### config.mk
export PLATFORM = sky130hd
export DESIGN_NAME = tape_rec
export DESIGN_NICKNAME = d
export VERILOG_FILES = /design/src/rtl/tape_rec.sv
export SDC_FILE = /design/constraint.sdc
export NUM_CORES = 1
export LEC_CHECK = 0
export ABC_AREA = 1
export BUFFER_PORTS_ARGS = -buffer_cell sky130_fd_sc_hd__buf_2
export CAP_MARGIN = 5
export CORE_MARGIN = 2
export CORE_UTILIZATION = 40
export DETAILED_ROUTE_END_ITERATION = 8
export GPL_TIMING_DRIVEN = 1
export PLACE_DENSITY_LB_ADDON = 0.3
export SLEW_MARGIN = 20
export SYNTH_ARGS = -nofsm -noshare
export SYNTH_HDL_FRONTEND = slang
export SYNTH_SLANG_ARGS = --single-unit
### constraint.sdc
create_clock -name clk -period 3.2 [get_ports clk]
set_input_delay 0.64 -clock clk [delete_from_list [all_inputs] [get_ports clk]]
set_output_delay 0.64 -clock clk [all_outputs]
set_load 0.01 [all_outputs]
### src/rtl/tape_rec.sv
// tape_rec: decodes ROM-timed MIC pulses into TAP blocks (len lo/hi + bytes) via a one-entry wr/wr_ack write port (addr/dout); size/blk_cnt/active/chk_err report progress, chk_err needs TAPE_REC_CHECKSUM_EN
module tape_rec #(
  parameter int MIN_PILOT = 256,
  parameter int TIMEOUT = 35000
) (
  input  logic        clk,
  input  logic        reset,
  input  logic        rec,
  input  logic        mic_in,
  output logic        wr,
  input  logic        wr_ack,
  output logic [24:0] addr,
  output logic [7:0]  dout,
  output logic [24:0] size,
  output logic [7:0]  blk_cnt,
  output logic        active,
  output logic        chk_err
);
  typedef enum logic [2:0] {IDLE, PILOT, SYNC2, DATA, FIN, HDR1, CMT} state_t;
  state_t state, state_nx;
  logic [2:0] s;
  logic rec_q, hv, first, full;
  logic [15:0] cnt, bytecnt;
  logic [11:0] pcnt;
  logic [24:0] wptr, blk_start;
  logic [6:0] sh;
  logic [2:0] nbits;
  logic ev, proc, is_short, is_long, is_pilot, rec_rise, pair_ok, byte_done, to_data, commit;
  logic [7:0] byte_v;
  always_comb begin
    ev = (s[2] ^ s[1]) && cnt >= 16'd400;
    proc = ev && rec && !full;
    is_short = cnt <= 16'd1282;
    is_long = cnt >= 16'd1283 && cnt <= 16'd1900;
    is_pilot = cnt >= 16'd1901 && cnt <= 16'd2600;
    rec_rise = rec && !rec_q;
    pair_ok = hv && (is_short || is_long) && first == is_long;
    byte_v = {sh, is_long};
    byte_done = state == DATA && proc && pair_ok && nbits == 3'd7;
    to_data = state == SYNC2 && proc && is_short;
    commit = state == CMT && !wr;
    active = state == SYNC2 || state == DATA;
  end
  always_comb begin
    state_nx = state;
    case (state)
      IDLE: if (proc && is_pilot) state_nx = PILOT;
      PILOT: if (proc) state_nx = is_pilot ? PILOT : (is_short && pcnt >= 12'(MIN_PILOT)) ? SYNC2 : IDLE;
      SYNC2: if (proc) state_nx = is_short ? DATA : IDLE;
      DATA: if (!rec || full || cnt >= 16'(TIMEOUT) || bytecnt == 16'hFFFF ||
                (proc && !(is_short || is_long)) || (proc && hv && first != is_long)) state_nx = FIN;
      FIN: if (!wr) state_nx = bytecnt == 16'd0 ? IDLE : HDR1;
      HDR1: if (!wr) state_nx = CMT;
      CMT: if (!wr) state_nx = IDLE;
      default: state_nx = IDLE;
    endcase
    if (rec_rise) state_nx = IDLE;
  end
  always_ff @(posedge clk) begin
    if (reset) begin
      state <= IDLE;
      s <= '0;
      rec_q <= 1'b0;
      cnt <= '0;
      full <= 1'b0;
      wr <= 1'b0;
      addr <= '0;
      dout <= '0;
      pcnt <= '0;
      blk_start <= '0;
      wptr <= '0;
      bytecnt <= '0;
      hv <= 1'b0;
      first <= 1'b0;
      sh <= '0;
      nbits <= '0;
      size <= '0;
      blk_cnt <= '0;
    end else begin
      state <= state_nx;
      s <= {s[1:0], mic_in};
      rec_q <= rec;
      cnt <= ev ? 16'd1 : cnt + {15'd0, cnt != 16'hFFFF};
      full <= !rec_rise && (full || wptr == '1);
      if (wr && wr_ack) wr <= 1'b0;
      if (proc && is_pilot) pcnt <= state == IDLE ? 12'd1 : pcnt + {11'd0, pcnt != 12'hFFF};
      if (to_data) begin
        blk_start <= wptr;
        wptr <= wptr + 25'd2;
        bytecnt <= '0;
        hv <= 1'b0;
        nbits <= '0;
      end
      if (state == DATA && proc && (is_short || is_long)) begin
        hv <= !hv;
        first <= is_long;
        if (pair_ok) begin
          sh <= byte_v[6:0];
          nbits <= nbits + 3'd1;
        end
      end
      if (byte_done) begin
        wr <= 1'b1;
        addr <= wptr;
        dout <= byte_v;
        wptr <= wptr + 25'd1;
        bytecnt <= bytecnt + 16'd1;
      end
      if (state == FIN && !wr) begin
        if (bytecnt == 16'd0) wptr <= blk_start;
        else begin
          wr <= 1'b1;
          addr <= blk_start;
          dout <= bytecnt[7:0];
        end
      end
      if (state == HDR1 && !wr) begin
        wr <= 1'b1;
        addr <= blk_start + 25'd1;
        dout <= bytecnt[15:8];
      end
      if (commit) begin
        size <= wptr;
        blk_cnt <= blk_cnt + 8'd1;
      end
      if (rec_rise) begin
        wptr <= '0;
        size <= '0;
        blk_cnt <= '0;
      end
    end
  end
`ifdef TAPE_REC_CHECKSUM_EN
  logic [7:0] xr;
  always_ff @(posedge clk) begin
    if (reset) begin
      xr <= '0;
      chk_err <= 1'b0;
    end else begin
      if (to_data) xr <= '0;
      if (byte_done) xr <= xr ^ byte_v;
      if (commit) chk_err <= xr != 8'd0;
      if (rec_rise) chk_err <= 1'b0;
    end
  end
`else
  assign chk_err = 1'b0;
`endif
endmodule
==> out/qor.txt, run 1 <==
DRC: 0
Worst-path cell with the longest stage delay: dfxtp_1
Area leader, netlist: dfxtp_1
Die area: 26900 sq um
Top_reg_cell synth: dfxtp_1
Util after Layout: 45.6%
DP Wirelength: 22.6 mm
Worst-path maximum fanout: 38
Detail Route Antenna Nets: 0
Max-slew violation count: 0
Iteration count of the initial detailed-routing pass: 8
Skew-Pair Late Insertion Delay: 0.44 ns
Total CTS buffers: 17
PortBufs: 72
Area growth syn-to-layout: 11.9%
Fin nets: 1603
Most used cell, CP: nand2_1
Initial Utilization: 40.7%
Critical path class: register to register
Share of layout cells above drive strength 1: 9.82%
Clk network pwr share: 41.3%
Synth Area in Compound Gates: 19.7%
Clock skew: 0.0137 ns
Leak Pwr: 4.65 nW
IO Pins: 74
Hold Path Stages: 3
Slowest stage delay, CP: 0.46 ns
First-pass GRT wire length: 50.1 mm
Combinational power share: 13.2%
R2R Setup Slk: 0.63 ns
Most instantiated cells after synthesis: nand2_1 (294), inv_1 (194), dfxtp_1 (181)
CP Launch Type: register
CTS tree: done
Fin. Hold Viols: 0
Simple-gate share of the synthesized area: 29.0%
Seq cells post-synth: 181
Syn. warnings: 0
Setup ws final: 0.631 ns
Data arrival, critical path: 2.86 ns
Avg WL per Cell: 16.4 um
Largest cells by area after synthesis: dfxtp_1 (35%), nand2_1 (11%), a21oi_1 (8.0%), o21ai_0 (7.1%), inv_1 (7.1%)
Largest net degree at the start of global routing: 54
Post-synth ARST share: 0%
FP Rows: 58
Area of the mapped netlist: 10200 sq um
F_max: 389 MHz
Max VDD drop: 0.232 mV
Die width: 164 um
Unique cell type count in the Yosys netlist: 50
Maxcap violations: 0
Pwr Density: 469 nW/um^2
H-tree Lvls: 4
Psw: 1.59 mW
CP required: 3.49 ns
Fin area: 11400 sq um
Final setup violation count: 0
CP Cell Sequence: inv_2, nor2_1, nand3_1, nor2_2, nand2_1, nand2_1, nand2_2, nor2_2, nand2_4, inv_4, buf_12, nand2_1, o211ai_1, a21oi_1
RD Place Congestion: 0.930
Syn nets: 1561
GRT Total Usage: 23.7%
Final period util: 80.3%
Power Total: 5.37 mW
FF-to-FF End: addr[13]$_SDFF_PP0_
Sw Ratio: 29.6%
Setup repair bufs after CTS: 0
Slew headroom: 33.7%
Worst-Margin Slew: 0.994 ns
Cell Int Power: 3.78 mW
Via-per-instance ratio: 5.42
Pre-CTS WS: 0.529 ns
Multiplexer area fraction after synthesis: 0%
Post-synth EDFFs: 0
Via count: 10500
PostCTS Resize Cnt: 0
RSZ-0062 raised after global routing: no
Clock slew at reported path FFs: 0.07 ns
Synth Area in XOR/XNOR: 3.77%
Tmin final: 2.57 ns
Initial antenna violation count: 0
# hold bufs at CTS: 0
Die height: 164 um
Placed instance count: 1897
Clk sinks: 181
R2R cell count: 14
CTS Buffer Depth: 2
Hold_ws: 0.401 ns
Core Box Area: 25100 sq um
DP Area: 10800 sq um
Non-Filler Instances: 1929
Syn Area/Cell: 6.62 sq um
Critical path endpoint: addr[13]$_SDFF_PP0_
R2r startpoint: cnt[10]$_SDFF_PP0_
Most frequent cell after synthesis: nand2_1
Post-Syn Instances: 1544
Sequential fraction of design power: 45.6%
Synth Area in Adders: 1.47%
Vias in the first global route: 9458
Final antenna diode count: 0
Worst min path class: input pin to register
Endpoint class of the critical path: register
Status: finished clean
WL final: 31.7 mm
Worst setup path startpoint: cnt[10]$_SDFF_PP0_
Iteration-0 DRC Markers: 992
Seq/Total Area, Yosys: 35.4%
Gr ovfl total: 0
Clock tree root buffer cell: clkbuf_16
Main combinational cell family by area after synthesis: simple AND/OR/NAND/NOR gates
Setup TNS: 0 ns
Post-synth top area share: 35.4%
==> layer usage <==
layer	vias up	GRT usage [%]	wire, um
met1	4823	33.5	15100
met5	-	0	0
li1	5203	-	-
met2	402	37.4	14000
met4	0	6.66	395
met3	34	3.66	2170
==> final cells by class <==
class | instances | area [sq um]
Tap cell | 330 | 413
Multi-Input combinational cell | 1091 | 5530
Sequential cell | 181 | 3620
Clock buffer | 20 | 467
Timing Repair Buffer | 88 | 493
Fill cell | 2639 | 13700
Inverter | 207 | 779
Clock inverter | 12 | 139
==> cells in the final DEF (no fill, tap or decap), drive strengths merged, types with 6 or more instances in the layout <==
| master | Yosys | routed |
|---|---|---|
| nand2 | 302 | 302 |
| inv | 205 | 211 |
| dfxtp | 181 | 181 |
| a21oi | 164 | 164 |
| nor2 | 158 | 158 |
| o21ai | 152 | 152 |
| nand3 | 89 | 89 |
| buf | 21 | 88 |
| nand4 | 55 | 55 |
| nor3 | 46 | 46 |
| xor2 | 43 | 43 |
| clkbuf | 44 | 20 |
| o211ai | 16 | 16 |
| ha | 12 | 12 |
| o21bai | 9 | 9 |
| nor4 | 7 | 7 |
| o31ai | 6 | 6 |
| a211oi | 6 | 6 |
==> flip-flops by register name, summed over array words and instances (netlist names), 7 cells and up <==
signal and count:
blk_cnt 8, cnt 16, addr 25, blk_start 25
bytecnt 16, wptr 25, pcnt 12, sh 7
size 25, dout 8
==> critical path: cells and delay by family, from the launching register on <==
family | cells | cell delay, ns
buffers and inverters | 3 | 0.66
and+or+nand+nor | 9 | 1.12
AOI/OAI and AO/OA | 2 | 0.18
DFF | 1 | 0.46
==> cell families after synthesis <==
kind of cell | count (synthesis)
DFF | 181
xor gates and xnor gates | 44
and+or+nand+nor | 663
buffers and inverters | 272
AOI/OAI and AO/OA | 371
adders and majority gates | 12
other | 1
==> worst min-delay path by stage <==
stage / startpoint / endpoint / slack (ns)
after floorplan: s[0]$_SDFF_PP0_ / s[1]$_SDFF_PP0_ / 0.39
after global placement: s[0]$_SDFF_PP0_ / s[1]$_SDFF_PP0_ / 0.40
after detailed placement: s[0]$_SDFF_PP0_ / s[1]$_SDFF_PP0_ / 0.40
after CTS: mic_in / s[0]$_SDFF_PP0_ / 0.39
after global routing: mic_in / s[0]$_SDFF_PP0_ / 0.42
final: mic_in / s[0]$_SDFF_PP0_ / 0.40
==> power by group through the flow <==
stage / combinational, mW / sequential [mW] / clock (mW)
2_1_floorplan: 0.493 / 2.44 / 0
3_3_place_gp: 0.687 / 2.49 / 0
3_5_place_dp: 0.693 / 2.49 / 0
4_1_cts: 0.697 / 2.44 / 2.24
5_1_grt: 0.785 / 2.45 / 2.33
6_report: 0.706 / 2.45 / 2.22
No activity file was read; power rests on OpenSTA's default activity.
==> run 2, diff against run 1 <==
--- a/config.mk
+++ b/config.mk
@@ -5,7 +5,7 @@
 export SDC_FILE = /design/constraint.sdc
 export NUM_CORES = 1
 export LEC_CHECK = 0
-export ABC_AREA = 1
+export ABC_AREA = 0
 export BUFFER_PORTS_ARGS = -buffer_cell sky130_fd_sc_hd__buf_2
 export CAP_MARGIN = 5
 export CORE_MARGIN = 2
==> constraint.sdc (replaced) <==
create_clock -name clk -period 2.5 [get_ports clk]
set_input_delay 0.5 -clock clk [delete_from_list [all_inputs] [get_ports clk]]
set_output_delay 0.5 -clock clk [all_outputs]
set_load 0.01 [all_outputs]
==> run 2 against run 1 <==
Effect of this change:
- the flow now finishes with violations (setup timing)
- die area shrank 11%
- total power grew 8.6%
- clock skew shrank 0.0028 ns
- critical path depth shrank 5
==> out/qor.txt, run 2 <==
Worst setup path startpoint: cnt[2]$_SDFF_PP0_
R2R Setup Slk: -0.13 ns
Top Family by Delay on Critical Path: compound AO/OA/AOI/OAI gates
Fin. Hold Viols: 0
R2R cell count: 9
Tmin final: 2.63 ns
Clock skew: 0.0109 ns
Iteration count of the initial detailed-routing pass: 5
Seq/Total Area, Yosys: 40.1%
Final antenna diode count: 0
Unique cell type count in the Yosys netlist: 65
Die area: 23800 sq um
Worst-Margin Slew: 0.764 ns
Hold_ws: 0.276 ns
Fin area: 11500 sq um
F_max: 380 MHz
Most instantiated cells after synthesis: nand2_1 (201), dfxtp_1 (181), a21oi_1 (123)
DRC: 0
CP Launch Type: register
Share of layout cells above drive strength 1: 24.7%
Seq cells post-synth: 181
Post-synth top area share: 40.1%
Syn Area/Cell: 7.94 sq um
Clock slew at reported path FFs: 0.07 ns
Placed instance count: 1537
Combinational power share: 2.6%
R2r startpoint: cnt[2]$_SDFF_PP0_
Via count: 8870
Data arrival, critical path: 2.98 ns
Worst-path cell with the longest stage delay: or4_4
RD Place Congestion: 0.935
Initial antenna violation count: 0
Pre-CTS WS: -0.136 ns
Die height: 154 um
Vias in the first global route: 8265
Post-Syn Instances: 1139
Cell Int Power: 4.56 mW
Most common cell after layout, fill and taps aside: nand2_1
Sequential fraction of design power: 49.7%
Worst min path class: input pin to register
CTS Buffer Depth: 2
Worst-path maximum fanout: 7
Most frequent cell after synthesis: nand2_1
Via-per-instance ratio: 5.60
Setup ws final: -0.131 ns
Gr ovfl total: 0
Status: finished, violations left
Maxcap violations: 0
Die width: 154 um
Top_reg_cell synth: dfxtp_1
Clock tree root buffer cell: clkbuf_16
Leak Pwr: 4.43 nW
CP required: 2.85 ns
Pwr Density: 506 nW/um^2
H-tree Lvls: 4
Iteration-0 DRC Markers: 911
Clk sinks: 181
Endpoint class of the critical path: register
Slowest stage delay, CP: 0.54 ns
Final period util: 105%
Avg WL per Cell: 17.4 um
FF-to-FF End: addr[18]$_SDFF_PP0_
WL final: 27.5 mm
Initial Utilization: 40.3%
Post-synth EDFFs: 0
Critical path class: register to register
Non-Filler Instances: 1583
Most used cell, CP: buf_6
FP Rows: 55
Psw: 1.26 mW
Failing checks: setup timing
IO Pins: 74
RSZ-0062 raised after global routing: yes
Syn nets: 1156
Post-synth ARST share: 0%
Skew-Pair Late Insertion Delay: 0.44 ns
Area of the mapped netlist: 9040 sq um
PortBufs: 72
GRT Total Usage: 22.7%
WHS Endpoint: s[0]$_SDFF_PP0_
Util after Layout: 51.3%
Core Box Area: 22400 sq um
Area leader, netlist: dfxtp_1
Largest cells by area after synthesis: dfxtp_1 (40%), nand2_1 (8.3%), a21oi_1 (6.8%), xor2_1 (3.6%), nor2_1 (3.6%)
Area growth syn-to-layout: 27.4%
Sw Ratio: 21.7%
Detail Route Antenna Nets: 0
Final setup violation count: 64
Largest net degree at the start of global routing: 37
Slew headroom: 48.9%
First-pass GRT wire length: 43.6 mm
DP Wirelength: 19.0 mm
Buf+Inv Stages, Crit Path: 3
Hold path start: mic_in
Syn. warnings: 0
Max-slew violation count: 0
Clk network pwr share: 47.6%
CP Cell Sequence: or4_4, a211o_1, a211o_4, buf_6, a21oi_4, buf_4, buf_6, nand2_1, a311oi_1
Hold Path Stages: 2
Most frequent cells in the layout: nand2_1 (198), dfxtp_1 (180), a21oi_1 (115), buf_4 (109), nor2_1 (77)
Total CTS buffers: 17
CTS tree: done
Fin nets: 1304
DP Area: 10400 sq um
Max VDD drop: 0.418 mV
## run 2: cell count changes in the layout (fill, tap and decap cells not counted), moves of 48 or more
| cell | before | now |
|---|---|---|
| inv_1 | 194 | 19 |
| a21oi_1 | 163 | 115 |
| nand3_1 | 87 | 33 |
| nor2_1 | 151 | 77 |
| nand2_1 | 294 | 198 |
| buf_4 | 15 | 109 |
| o21ai_0 | 146 | 44 |
## run 2: worst max-delay path by stage
stage,end,cells past startpoint
2_1_floorplan,bytecnt[14]$_SDFFE_PP0P_,9
3_3_place_gp,bytecnt[9]$_SDFFE_PP0P_,11
3_5_place_dp,bytecnt[12]$_SDFFE_PP0P_,11
4_1_cts,wptr[10]$_SDFF_PP0_,10
5_1_grt,wptr[12]$_SDFF_PP0_,10
6_report,addr[18]$_SDFF_PP0_,9
## run 2: metal layers
| metal | part of all wire (%) | track usage (%) | vias to the layer above |
|---|---|---|---|
| li1 | - | - | 4337 |
| met1 | 47 | 33.2 | 4209 |
| met2 | 44 | 34.4 | 281 |
| met3 | 6.9 | 4.26 | 43 |
| met4 | 1.9 | 5.95 | 0 |
| met5 | 0 | 0 | - |
## run 2: timing repair
action,in CTS,in global routing
hold endpoints to repair,0,0
resized for setup,19,72
buffers inserted,4,8
setup endpoints to repair,70,97
pin swaps,11,37
hold buffers,0,0
cloned,2,2
## run 2: final cells by class
class | instances | area, sq um
inverter | 19 | 71.3
sequential | 181 | 3620
clock inverter | 8 | 125
multi-input combinational | 859 | 5270
fill | 2113 | 10900
clock buffer | 22 | 464
timing repair buffer | 209 | 1610
tap | 285 | 357
## run 2: power groups by stage
| stage | Clock (mW) | Sequential, mW | Combinational (mW) |
|---|---|---|---|
| 2_1_floorplan | 0 | 2.96 | 0.0876 |
| 3_3_place_gp | 0 | 2.96 | 0.139 |
| 3_5_place_dp | 0 | 2.96 | 0.139 |
| 4_1_cts | 2.82 | 2.90 | 0.144 |
| 5_1_grt | 2.92 | 2.90 | 0.165 |
| 6_report | 2.78 | 2.90 | 0.153 |
## run 2: cell families after synthesis
kind of cell / after synthesis / share of synthesized area [%]
flops: 181 / 40.1
simple gates: 463 / 23.9
buf+inv: 99 / 4.66
xor+xnor: 55 / 5.33
mux: 34 / 4.05
compound gates: 294 / 20.3
fa+ha+maj: 12 / 1.66
other cells: 1 / 0.0415
## run 2: metrics by stage
| step | TNS [ns] | power (mW) |
|---|---|---|
| final | -4.21 | 5.83 |
| after global routing | -9.23 | 5.98 |
| after floorplan | -0.0756 | 3.05 |
| after detailed placement | -2.90 | 3.10 |
| after global placement | -1.11 | 3.10 |
| after CTS | -0.993 | 5.86 |
